==> config.mk <==
export PLATFORM = sky130hd
export DESIGN_NAME = bldc_commutation_sequencer_flat
export DESIGN_NICKNAME = d
export VERILOG_FILES = /design/src/rtl/bldc_commutation_sequencer_if.sv /design/src/rtl/bldc_commutation_sequencer.sv /design/src/flat_wrapper.sv
export SDC_FILE = /design/constraint.sdc
export NUM_CORES = 1
export LEC_CHECK = 0
export BUFFER_PORTS_ARGS = -buffer_cell sky130_fd_sc_hd__buf_2
export CAP_MARGIN = 0
export CORE_ASPECT_RATIO = 0.8
export CORE_MARGIN = 2
export CORE_UTILIZATION = 50
export CTS_CLUSTER_DIAMETER = 150
export DETAILED_ROUTE_END_ITERATION = 6
export HOLD_SLACK_MARGIN = 0.1
export PLACE_DENSITY_LB_ADDON = 0.12
export SLEW_MARGIN = 20
export SYNTH_ARGS = -nofsm -noshare
export SYNTH_HDL_FRONTEND = slang
export SYNTH_SLANG_ARGS = --single-unit
==> constraint.sdc <==
create_clock -name clk_i -period 6.1 [get_ports clk_i]
set_input_delay 0.305 -clock clk_i [delete_from_list [all_inputs] [get_ports clk_i]]
set_output_delay 0.305 -clock clk_i [all_outputs]
set_load 0.02 [all_outputs]
==> src/rtl/bldc_commutation_sequencer_if.sv <==
// Bus between the motor top level and the commutation sequencer.
// Optional PERIOD signal present only when HALL_PERIOD_EN is defined.
interface bldc_commutation_sequencer_if;
  logic       en;
  logic       clr_fault;
  logic       h1, h2, h3;
  logic [7:0] d;
  logic       a, b, c;
  logic       aa, bb, cc;
  logic       fault;
  logic       dir;
`ifdef HALL_PERIOD_EN
  logic [15:0] period;
`endif

  modport master (
    output en, clr_fault, h1, h2, h3, d,
    input  a, b, c, aa, bb, cc, fault, dir
`ifdef HALL_PERIOD_EN
    , period
`endif
  );

  modport slave (
    input  en, clr_fault, h1, h2, h3, d,
    output a, b, c, aa, bb, cc, fault, dir
`ifdef HALL_PERIOD_EN
    , period
`endif
  );
endinterface

==> src/rtl/bldc_commutation_sequencer.sv <==
// Six-step BLDC commutation sequencer: hall sync/debounce, step validation,
// dead-time insertion and high-side PWM. Define HALL_PERIOD_EN to add the
// commutation period measurement output.
module bldc_commutation_sequencer #(
  parameter int DEBOUNCE = 16,
  parameter int DEADTIME = 50
) (
  input logic                          clk_i,
  input logic                          rst_i,
  bldc_commutation_sequencer_if.slave  bus
);
  typedef enum logic [1:0] {S_IDLE, S_DEAD, S_RUN, S_FAULT} state_t;

  // {valid, step index} for a hall code {H3,H2,H1}
  function automatic logic [3:0] code2step(input logic [2:0] code);
    case (code)
      3'b001:  return 4'b1_000;
      3'b101:  return 4'b1_001;
      3'b100:  return 4'b1_010;
      3'b110:  return 4'b1_011;
      3'b010:  return 4'b1_100;
      3'b011:  return 4'b1_101;
      default: return 4'b0_000;
    endcase
  endfunction

  // {low-side CBA, high-side CBA} for a step index
  function automatic logic [5:0] step_gates(input logic [2:0] s);
    case (s)
      3'd0:    return {3'b010, 3'b001};  // A / BB
      3'd1:    return {3'b100, 3'b001};  // A / CC
      3'd2:    return {3'b100, 3'b010};  // B / CC
      3'd3:    return {3'b001, 3'b010};  // B / AA
      3'd4:    return {3'b001, 3'b100};  // C / AA
      3'd5:    return {3'b010, 3'b100};  // C / BB
      default: return 6'b0;
    endcase
  endfunction

  logic [2:0] hs1_q, hs2_q, cand_q, acc_code_q;
  logic [7:0] dbc_q, dbc_d;
  logic       acc_stb_q, hit;

  state_t     state_q, state_d;
  logic [2:0] step_q, step_d;
  logic       dir_q, dir_d;
  logic [7:0] dcnt_q, dcnt_d;
  logic       fault_q;
  logic [2:0] hi_q, hi_d, lo_q, lo_d;
  logic [7:0] cnt_q, cnt_d, duty_q, duty_d;
  logic       pwm_on;
  logic [5:0] gates_d;
  logic       acc_valid, fwd, rev;
  logic [2:0] acc_idx, step_nx, step_pv;
`ifdef HALL_PERIOD_EN
  logic        commit;
  logic [15:0] per_cnt_q, period_q;
`endif

  // Debounce count: restart at 1 on any change, hold once DEBOUNCE is reached
  always_comb begin
    dbc_d = dbc_q;
    if (hs2_q != cand_q)              dbc_d = 8'd1;
    else if (dbc_q != 8'(DEBOUNCE))   dbc_d = dbc_q + 8'd1;
  end

  // Acceptance happens only on the cycle the count first reaches DEBOUNCE
  assign hit = (dbc_d == 8'(DEBOUNCE)) && ((dbc_q != 8'(DEBOUNCE)) || (hs2_q != cand_q));

  // Hall synchronizer, debounce and accepted-code registers
  always_ff @(posedge clk_i) begin
    if (rst_i) begin
      hs1_q <= '0; hs2_q <= '0; cand_q <= '0; dbc_q <= '0;
      acc_code_q <= '0; acc_stb_q <= 1'b0;
    end else begin
      hs1_q     <= {bus.h3, bus.h2, bus.h1};
      hs2_q     <= hs1_q;
      cand_q    <= hs2_q;
      dbc_q     <= dbc_d;
      acc_stb_q <= hit && (hs2_q != acc_code_q);
      if (hit) acc_code_q <= hs2_q;
    end
  end

  assign {acc_valid, acc_idx} = code2step(acc_code_q);
  assign step_nx = (step_q == 3'd5) ? 3'd0 : step_q + 3'd1;
  assign step_pv = (step_q == 3'd0) ? 3'd5 : step_q - 3'd1;
  assign fwd     = acc_idx == step_nx;
  assign rev     = acc_idx == step_pv;

  // PWM period counter; duty only changes at the period boundary
  assign cnt_d  = cnt_q + 8'd1;
  assign duty_d = (cnt_q == 8'hFF) ? bus.d : duty_q;
  assign pwm_on = cnt_d < duty_d;

  // Next-state and registered-output decode
  always_comb begin
    state_d = state_q;
    step_d  = step_q;
    dir_d   = dir_q;
    dcnt_d  = dcnt_q;
`ifdef HALL_PERIOD_EN
    commit  = 1'b0;
`endif
    case (state_q)
      S_IDLE: if (bus.en && acc_valid) begin
        state_d = S_DEAD; step_d = acc_idx; dcnt_d = '0;
      end
      S_DEAD, S_RUN: begin
        if (!bus.en) state_d = S_IDLE;
        else if (acc_stb_q) begin
          if (acc_valid && (fwd || rev)) begin
            state_d = S_DEAD; step_d = acc_idx; dir_d = fwd; dcnt_d = '0;
`ifdef HALL_PERIOD_EN
            commit  = 1'b1;
`endif
          end else state_d = S_FAULT;
        end else if (state_q == S_DEAD) begin
          if (dcnt_q == 8'(DEADTIME - 1)) state_d = S_RUN;
          else                            dcnt_d  = dcnt_q + 8'd1;
        end
      end
      S_FAULT: if (bus.clr_fault && acc_valid) begin
        state_d = S_DEAD; step_d = acc_idx; dcnt_d = '0;
      end
      default: state_d = S_IDLE;
    endcase
    gates_d = step_gates(step_d);
    lo_d    = (state_d == S_RUN) ? gates_d[5:3] : 3'b000;
    hi_d    = (state_d == S_RUN && pwm_on) ? gates_d[2:0] : 3'b000;
  end

  // State, step, PWM and gate output registers
  always_ff @(posedge clk_i) begin
    if (rst_i) begin
      state_q <= S_IDLE; step_q <= '0; dir_q <= 1'b1; dcnt_q <= '0;
      fault_q <= 1'b0; hi_q <= '0; lo_q <= '0; cnt_q <= '0; duty_q <= '0;
    end else begin
      state_q <= state_d; step_q <= step_d; dir_q <= dir_d; dcnt_q <= dcnt_d;
      fault_q <= state_d == S_FAULT;
      hi_q    <= hi_d; lo_q <= lo_d;
      cnt_q   <= cnt_d; duty_q <= duty_d;
    end
  end

`ifdef HALL_PERIOD_EN
  // Cycles between legal commutations; restarts at 1 so PERIOD equals the edge gap
  always_ff @(posedge clk_i) begin
    if (rst_i) begin
      per_cnt_q <= '0; period_q <= '0;
    end else if (state_d == S_IDLE || state_d == S_FAULT) begin
      per_cnt_q <= '0;
    end else if (commit) begin
      period_q  <= per_cnt_q;
      per_cnt_q <= 16'd1;
    end else if (per_cnt_q != 16'hFFFF) begin
      per_cnt_q <= per_cnt_q + 16'd1;
    end
  end
  assign bus.period = period_q;
`endif

  assign {bus.c, bus.b, bus.a}    = hi_q;
  assign {bus.cc, bus.bb, bus.aa} = lo_q;
  assign bus.fault = fault_q;
  assign bus.dir   = dir_q;
endmodule

==> src/flat_wrapper.sv <==
// flat-port wrapper written by rule: the top's interface ports become plain ports
module bldc_commutation_sequencer_flat 
#(
  parameter int DEBOUNCE = 16,
  parameter int DEADTIME = 50
)
  (clk_i, rst_i, bus_en, bus_clr_fault, bus_h1, bus_h2, bus_h3, bus_d, bus_a, bus_b, bus_c, bus_aa, bus_bb, bus_cc, bus_fault, bus_dir);
  bldc_commutation_sequencer_if bus_i ();
  input logic clk_i;
  input logic rst_i;
  input wire logic [$bits(bus_i.en)-1:0] bus_en;
  input wire logic [$bits(bus_i.clr_fault)-1:0] bus_clr_fault;
  input wire logic [$bits(bus_i.h1)-1:0] bus_h1;
  input wire logic [$bits(bus_i.h2)-1:0] bus_h2;
  input wire logic [$bits(bus_i.h3)-1:0] bus_h3;
  input wire logic [$bits(bus_i.d)-1:0] bus_d;
  output wire logic [$bits(bus_i.a)-1:0] bus_a;
  output wire logic [$bits(bus_i.b)-1:0] bus_b;
  output wire logic [$bits(bus_i.c)-1:0] bus_c;
  output wire logic [$bits(bus_i.aa)-1:0] bus_aa;
  output wire logic [$bits(bus_i.bb)-1:0] bus_bb;
  output wire logic [$bits(bus_i.cc)-1:0] bus_cc;
  output wire logic [$bits(bus_i.fault)-1:0] bus_fault;
  output wire logic [$bits(bus_i.dir)-1:0] bus_dir;
  assign bus_i.en = bus_en;
  assign bus_i.clr_fault = bus_clr_fault;
  assign bus_i.h1 = bus_h1;
  assign bus_i.h2 = bus_h2;
  assign bus_i.h3 = bus_h3;
  assign bus_i.d = bus_d;
  assign bus_a = bus_i.a;
  assign bus_b = bus_i.b;
  assign bus_c = bus_i.c;
  assign bus_aa = bus_i.aa;
  assign bus_bb = bus_i.bb;
  assign bus_cc = bus_i.cc;
  assign bus_fault = bus_i.fault;
  assign bus_dir = bus_i.dir;
  bldc_commutation_sequencer #(.DEBOUNCE(DEBOUNCE), .DEADTIME(DEADTIME)) u_core (.clk_i(clk_i), .rst_i(rst_i), .bus(bus_i));
endmodule
## Yosys cells after proc, flatten, opt, wreduce, memory -nomap -nowiden

Index checks and enable logic that the tools add are counted.

- Register bits after elaboration: 58
- Input bits: 15
- Output and inout bits: 8
- Logic and storage cells: 99

- Add/sub/neg operators: 5
- Magnitude comparators: 1
- Equality and inequality tests: 31
- Multiplexer cells: 29
- Bitwise gates (word level): 2
- Reductions and logical operators: 16

Operators with widths:

| operator | number |
|---|---|
| $mux W8 | 10 |
| $pmux W6 S6 | 1 |
| $add A8 B1 Y8 const B | 3 |
| $pmux W4 S6 | 1 |
| $pmux W8 S3 | 1 |
| $mux W3 | 7 |
| $eq A3 B3 Y1 const B | 6 |
| $mux W2 | 7 |
| $eq A3 B2 Y1 const B | 4 |
| $pmux W3 S3 | 1 |
| $eq A2 B2 Y1 const B | 4 |
| $eq A8 B5 Y1 const B | 1 |
| $eq A8 B6 Y1 const B | 1 |
| $eq A8 B8 Y1 const B | 1 |
| $lt A8 B8 Y1 | 1 |
| $ne A8 B5 Y1 const B | 1 |
| $eq A3 B1 Y1 const B | 2 |
| $eq A3 B3 Y1 | 2 |
| $logic_and A1 B1 Y1 | 6 |
| $logic_not A3 Y1 | 2 |
| $ne A3 B3 Y1 | 2 |
| $pmux W2 S3 | 1 |
| $reduce_and A6 Y1 | 1 |
| $reduce_or A2 Y1 | 3 |
| other kinds (12) | 15 |

## Depth between registers and ports, before layout

Gate-level depths: netlist (run 1).

- Depth in word-level cells: 13
- Gate-level depth with buffers: 11
- Mapped depth without buffers: 11

## Least setup slack after synthesis (run 1)

Ideal clock, no wire load.

- Path type: flip-flop to flip-flop
- From: register u_core.cnt_q[0]
- To: register u_core.hi_q[0]
- Setup time: 65 ps
- Data arrival time: 2296 ps
- Required time: 6035 ps
- Path slack: 3739 ps
- Cell stages (with the launch flop): 12
- Path buffers: 0
- Clock period less this slack: 2361 ps
- Cells stage by stage: dfxtp_1 > ha_1 > nand3_1 > nor3_4 > mux2i_1 > ha_1 > a21oi_1 > nor2b_1 > o21ai_0 > and3_1 > nand3_1 > nor2b_1

- Word-level cells in the longest chain between the ends: 6
- Elaborated cells between the ends (all ways): 7
- Classes of those cells: add/sub: 1; order compare: 1; eq/ne: 1; mux: 1; bitwise: 1; reduce/logical: 2

Ends and longest elaborated chain:

| what | RTL line | RTL |
|---|---|---|
| start, declared | bldc_commutation_sequencer.sv:50 | `logic [7:0] cnt_q, cnt_d, duty_q, duty_d;` |
| start signal, assigned | bldc_commutation_sequencer.sv:142 | `cnt_q <= cnt_d; duty_q <= duty_d;` |
| parallel branches: the longest is 2 deep, another holds $add A8 B1 Y8 | -- |  |
| $lt A8 B8 Y1 * | bldc_commutation_sequencer.sv:94 | `assign pwm_on = cnt_d < duty_d;` |
| $logic_and A1 B1 Y1 * | bldc_commutation_sequencer.sv:130 | `hi_d = (state_d == S_RUN && pwm_on) ? gates_d[2:0] : 3'b000;` |
| $not A1 Y1 (no source line) * | -- |  |
| $reduce_or A2 Y1 (no source line) * | -- |  |
| end signal, assigned | bldc_commutation_sequencer.sv:141 | `hi_q <= hi_d; lo_q <= lo_d;` |
| end, declared | bldc_commutation_sequencer.sv:49 | `logic [2:0] hi_q, hi_d, lo_q, lo_d;` |

Mark *: on every way between the ends.
A chain may end at the register's enable or synchronous reset.

## Final worst setup path (run 1)

Same ends and word-level chain as after synthesis.

==> metrics.cfg, run 1 <==
[cts]
cts_max_path_buffers = 2
root_buffer = clkbuf_8
htreeDepth = 3
cts_tree = yes
cts_buffers = 9
cts_setup_buffers = 0
clkSlewWorstSetupHoldPaths_ns = 0.07
cts_sinks = 58
cts.repair.resized = 0
clk_latency_ns = 0.33
ctsHoldBuffers = 0

[die]
die_height_um = 75.5
num_rows = 26
die-area_mm2 = 0.00705
core_area_mm2 = 0.00628
start_util = 0.509
die_w_um = 93.4
ios = 23

[yosys]
syn_inst = 352
yosys_register_bits = 58
avgSynthCellArea_um2 = 9.08
synth_top_area_share = 0.363
synth_async_sr_flop_share = 0
synthesis.area_mm2 = 0.00320
yosysSeqAreaShare = 0.363
syn_nets = 384
synth_top_area_cell = dfxtp_1
synth.area.top_cells = dfxtp_1 36%, ha_1 6.7%, nor2_1 4.3%
synth_cell_type_count = 65
synth_edf_count = 0
ys_warn_count = 0
ys.flop_type = dfxtp_1

[timing]
drv_slew = 0
post-route-min-period_ns = 2.69
worst_pin_slew_ns = 0.692
setup-tns-final_ns = 0
finalHoldViolations = 0
relSlewSlack = 0.538
rsz0062_at_grt = no
min_period_over_period = 0.442
hold_slack_ns = 0.180
setup_slack_ns = 3.41
setup_violations = 0
skew_ns = 0.0113
fmax_mhz = 371

[detailed_routing]
dr.first_iter.drc_count = 148
avgViaCountPerCell = 5.40
wire_per_inst_um = 13.1
vias = 2466
drtAntennaViolNets = 0
drt-total-wl_mm = 5.97
dr.pass1.iters = 4
drc = 0

[placement]
dp_slack_ns = 3.42
numPortBuffers = 22
hpwl_mm = 4.23
place.gp.congestion = 0.790

[flow_run]
maxCapViolCount = 0

[global_routing]
overflow = 0
antenna_found_initial = 0
grtUsageTotal = 0.182
grt_pass1_vias = 2084
grt_pass1_wl_mm = 9.93
grt_max_degree = 40

[layout]
area_delta_synth_final_pct = 9.79
drive_gt1_frac = 0.161
ff_latch_area_mm2 = 0.00116
fillCellCount = 584
diodes = 0
layout_common_cells = 58 x dfxtp_1, 37 x nor2_1, 22 x nor2b_1, 22 x buf_2, 19 x nand2_1
multi_input_area_mm2 = 0.00189
layout.nets = 400
utilization = 0.559
final_common_cell = dfxtp_1

[pwr]
power_leakage_nw = 1.29
peakVddDrop_mv = 0.158
p_per_area_mw_per_mm2 = 239

[worst_setup_path]
cp.arrival_ns = 2.95
critPathCaptureType = flop
start_kind = flop
crit_required_ns = 6.36
cp_max_fo = 8
crit_type = reg2reg

[status]
status = finished, final reports clean

[min_path]
min_path_type = in2reg

[power breakdown]
group	switching [mW]	total [mW]	internal, mW
clock	0.155	0.344	0.189
combinational	0.0555	0.0938	0.0384
sequential	0.0114	0.399	0.388
[metal layers]
layer / wire (um) / track usage / share of wire / up-vias
li1: - / - / - / 1283
met1: 3240 / 0.271 / 0.54 / 1132
met2: 2450 / 0.251 / 0.41 / 49
met3: 256 / 0.0593 / 0.043 / 2
met4: 27 / 0.0507 / 0.0045 / 0
met5: 0 / 0 / 0 / -
[state kept, by name, summed over array words and instances (netlist names)]
register           count
u_core.acc_code_q      3
u_core.acc_stb_q       1
u_core.bus.dir         1
u_core.bus.fault       1
u_core.cand_q          3
u_core.cnt_q           8
u_core.dbc_q           8
u_core.dcnt_q          8
u_core.duty_q          8
u_core.hi_q            3
u_core.hs1_q           3
u_core.hs2_q           3
u_core.lo_q            3
u_core.state_q         2
u_core.step_q          3
[worst max-delay path: stages (launching register included)]
cell and delay (ns):
dfxtp_1 0.41, ha_1 0.21, nand3_1 0.17, nor3_4 0.52, mux2i_1 0.30, ha_1 0.27, a21oi_1 0.13, nor2b_1 0.06
o21ai_0 0.13, and3_1 0.18, nand3_1 0.11, nor2b_1 0.13
[through the flow]
step	power, mW	instance area, um2	cells
2_1_floorplan	0.482	3200	352
3_3_place_gp	0.501	3310	441
3_5_place_dp	0.500	3310	441
4_1_cts	0.849	3510	457
5_1_grt	0.883	3510	457
6_report	0.837	3510	457
[area by class of cell]
type	instances	area share
flip-flops and latches	58	0.331
well taps	84	0.0300
inverters	13	0.0139
repair buffers	22	0.0314
clock buffers	10	0.0364
multi-input cells	264	0.538
clock inverters	6	0.0193
[cell usage after synthesis, drive strengths merged (4+ instances only)]
cell,n
nand3,16
or4,5
nor2,37
a31oi,4
inv,13
o21ai,11
ha,17
buf,12
dfxtp,58
clkbuf,5
nor3,7
o31ai,7
xnor2,13
mux2i,12
or3,8
xor2,12
nand2,19
a21oi,21
nor2b,22
nand2b,7
[final timing paths]
check             startpoint               to  slack (ns)  cells past startpoint
max          u_core.cnt_q[0]   u_core.hi_q[0]        3.41                     11
min                   bus_h2  u_core.hs1_q[1]        0.18                      2
max reg2reg  u_core.cnt_q[0]   u_core.hi_q[0]        3.41                     11
min reg2reg  u_core.hs1_q[1]  u_core.hs2_q[1]        0.44                      1
[logic make-up after synthesis]
| family | count (synthesis) | synth area share |
|---|---|---|
| AND/OR/NAND/NOR | 139 | 0.238 |
| AO/OA/AOI/OAI | 69 | 0.170 |
| flip-flops | 58 | 0.363 |
| buffers and inverters | 30 | 0.0458 |
| XOR/XNOR | 25 | 0.0685 |
| adder cells (fa/ha/maj) | 17 | 0.0666 |
| multiplexers | 14 | 0.0482 |
Note: power is estimated with default switching activity, not from simulation.
==> run 2, diff against run 1 <==
Clock period 6.1 ns to 2.3 ns, I/O delays scaled along.
==> run 2 against run 1 <==
Against the previous run: clock skew decreased by 0.0051 ns; setup slack got worse by 3.3 ns; core utilization increased by 9.7 points; cell area up 17%; largest cell class unchanged; critical path depth stayed put; routed wire length grew 15%; flip-flop and latch count unchanged; count of clock-buffer cells in the layout grew 1; sequential power rose to 2.6 times the previous value; register-to-register slack got worse by 3.3 ns; via count rose by 9.0%.
==> metrics.cfg, run 2 (synthesis results as in run 1) <==
[status]
status = finished, final reports clean  ; unchanged

[global_routing]
grtUsageTotal = 0.201  ; was 0.182
grt_max_degree = 39  ; was 40
antenna_found_initial = 0  ; unchanged
grt_pass1_wl_mm = 11.0  ; was 9.93 mm
grt_pass1_vias = 2357  ; was 2084
overflow = 0  ; unchanged

[die]
core_area_mm2 = 0.00628  ; unchanged
num_rows = 26  ; unchanged
die-area_mm2 = 0.00705  ; unchanged
ios = 23  ; unchanged
start_util = 0.509  ; unchanged
die_height_um = 75.5  ; unchanged
die_w_um = 93.4  ; unchanged

[detailed_routing]
wire_per_inst_um = 13.5  ; was 13.1 um
dr.pass1.iters = 5  ; was 4
drc = 0  ; unchanged
vias = 2688  ; was 2466
avgViaCountPerCell = 5.27  ; was 5.40
drtAntennaViolNets = 0  ; unchanged
dr.first_iter.drc_count = 128  ; was 148
drt-total-wl_mm = 6.88  ; was 5.97 mm

[worst_setup_path]
crit_type = reg2reg  ; unchanged
endpoint = u_core.hi_q[0]  ; unchanged
r2r_end = u_core.hi_q[0]  ; unchanged
cp_max_fo = 3  ; was 8
rr_startpoint = u_core.cnt_q[1]  ; was u_core.cnt_q[0]
critPathCaptureType = flop  ; unchanged
start_kind = flop  ; unchanged
critPathLaunch = u_core.cnt_q[1]  ; was u_core.cnt_q[0]
r2r_slack_ns = 0.07  ; was 3.41 ns
cp_slowest_cell = dfxtp_4  ; was nor3_4
crit_required_ns = 2.57  ; was 6.36 ns
rr_worst_depth = 11  ; unchanged
cp_cell_sequence = ha_4 -> nand3_4 -> nor3_4 -> buf_4 -> mux2i_4 -> ha_1 -> nor2b_1 -> o21ai_0 -> and3_1 -> nand3_1 -> nor2b_1  ; was ha_1 -> nand3_1 -> nor3_4 -> mux2i_1 -> ha_1 -> a21oi_1 -> nor2b_1 -> o21ai_0 -> and3_1 -> nand3_1 -> nor2b_1
max_stage_delay_ns = 0.36  ; was 0.52 ns
critPathMostFrequentCell = nor2b_1
cp.arrival_ns = 2.51  ; was 2.95 ns

[timing]
post-route-min-period_ns = 2.23  ; was 2.69 ns
setup_violations = 0  ; unchanged
min_period_over_period = 0.972  ; was 0.442
worst_pin_slew_ns = 0.458  ; was 0.692 ns
fmax_mhz = 447  ; was 371 MHz
skew_ns = 0.00612  ; was 0.0113 ns
setup-tns-final_ns = 0  ; unchanged
drv_slew = 0  ; unchanged
finalHoldViolations = 0  ; unchanged
relSlewSlack = 0.692  ; was 0.538

[pwr]
p_sw_frac = 0.248  ; was 0.265
power_leakage_nw = 1.59  ; was 1.29 nW
p_per_area_mw_per_mm2 = 596  ; was 239 mW/mm2
power_frac_comb = 0.135  ; was 0.112
switching_power_mw = 0.609  ; was 0.222 mW
clockPowerShare = 0.437  ; was 0.411
peakVddDrop_mv = 0.360  ; was 0.158 mV
seq_power_share = 0.428  ; was 0.477
internal-power_mw = 1.84  ; was 0.615 mW

[layout]
final_common_cell = dfxtp_1  ; unchanged
diodes = 0  ; unchanged
fin_cells = 510  ; was 457
layout.nets = 454  ; was 400
stdcell_area_mm2 = 0.00412  ; was 0.00351 mm2
layout_common_cells = 50 x dfxtp_1, 41 x buf_4, 37 x nor2_1, 22 x nor2b_1, 22 x buf_2  ; was 58 x dfxtp_1, 37 x nor2_1, 22 x nor2b_1, 22 x buf_2, 19 x nand2_1
area_delta_synth_final_pct = 28.8  ; was 9.79%
drive_gt1_frac = 0.289  ; was 0.161

[cts]
clk_latency_ns = 0.34  ; was 0.33 ns
cts_tree = yes  ; unchanged
clkSlewWorstSetupHoldPaths_ns = 0.07  ; about the same
cts_max_path_buffers = 2  ; unchanged
cts_sinks = 58  ; unchanged
htreeDepth = 3  ; unchanged
root_buffer = clkbuf_8  ; unchanged
cts_buffers = 9  ; unchanged

[placement]
hpwl_mm = 4.77  ; was 4.23 mm
dpl_cell_area_mm2 = 0.00359  ; was 0.00331 mm2
place.gp.congestion = 0.860  ; was 0.790
dp_cells = 478  ; was 441
numPortBuffers = 22  ; unchanged

[min_path]
min_path_type = in2reg  ; unchanged

[flow_run]
maxCapViolCount = 0  ; unchanged

run 2: changes by cell type in the layout (fill, tap and decap cells not counted), sizes merged:
cell / change
clkinv: -3
bufinv: +1
buf: +43
dlygate4sd3: +11
clkbuf: +1
run 2: area by class of cell:
class | count | area [um2]
Inverter | 13 | 48.8
Multi-Input combinational cell | 264 | 2010
Fill cell | 490 | 2160
Sequential cell | 58 | 1180
Clock inverter | 4 | 75.1
Timing Repair Buffer | 76 | 551
Tap cell | 84 | 105
Clock buffer | 11 | 151
run 2: how the worst min path moves through the flow:
stage	startpoint	to	slack, ns	depth (start not counted)
after global placement	bus_h2	u_core.hs1_q[1]	0.33	2
after detailed placement	bus_h2	u_core.hs1_q[1]	0.33	2
after global routing	rst_i	u_core.state_q[1]	0.29	4
after floorplan	bus_h1	u_core.hs1_q[0]	0.24	1
final	rst_i	u_core.state_q[1]	0.25	4
after CTS	rst_i	u_core.state_q[1]	0.24	4
run 2: per-layer routing:
layer	global-route usage	routed length, um	vias to the layer above
met4	0.0850	68	0
met3	0.0445	272	6
met5	0	0	-
met2	0.303	3110	52
li1	-	-	1388
met1	0.282	3430	1242
run 2: timing repair:
item	CTS	global route
gates resized for setup	8	25
setup endpoints to repair	3	15
buffers inserted	2	4
pin swaps	4	7
hold endpoints to repair	11	0
hold buffers	11	0
run 2: worst max-delay path: cells and delay by family, from the launching register on:
kind | cells | cell delay [ns]
compound gates | 1 | 0.13
fa+ha+maj | 2 | 0.41
buf+inv | 1 | 0.20
flops | 1 | 0.36
mux | 1 | 0.25
simple gates | 6 | 0.82
run 2: power by group through the flow:
stage          combinational [mW]  sequential (mW)  clock, mW
6_report                    0.332             1.05       1.07
5_1_grt                     0.367             1.05       1.14
3_5_place_dp                0.300             1.07          0
3_3_place_gp                0.296             1.07          0
4_1_cts                     0.320             1.05       1.10
2_1_floorplan               0.213             1.06          0
run 2: through the flow:
step	setup slack [ns]	power [mW]	hold WS, ns	utilization
2_1_floorplan	0.00794	1.28	0.243	-
3_3_place_gp	0.0796	1.37	0.328	0.572
3_5_place_dp	-0.0605	1.37	0.334	0.572
4_1_cts	0.0158	2.47	0.245	0.633
5_1_grt	-0.0453	2.56	0.289	0.655
6_report	0.0652	2.45	0.254	0.655
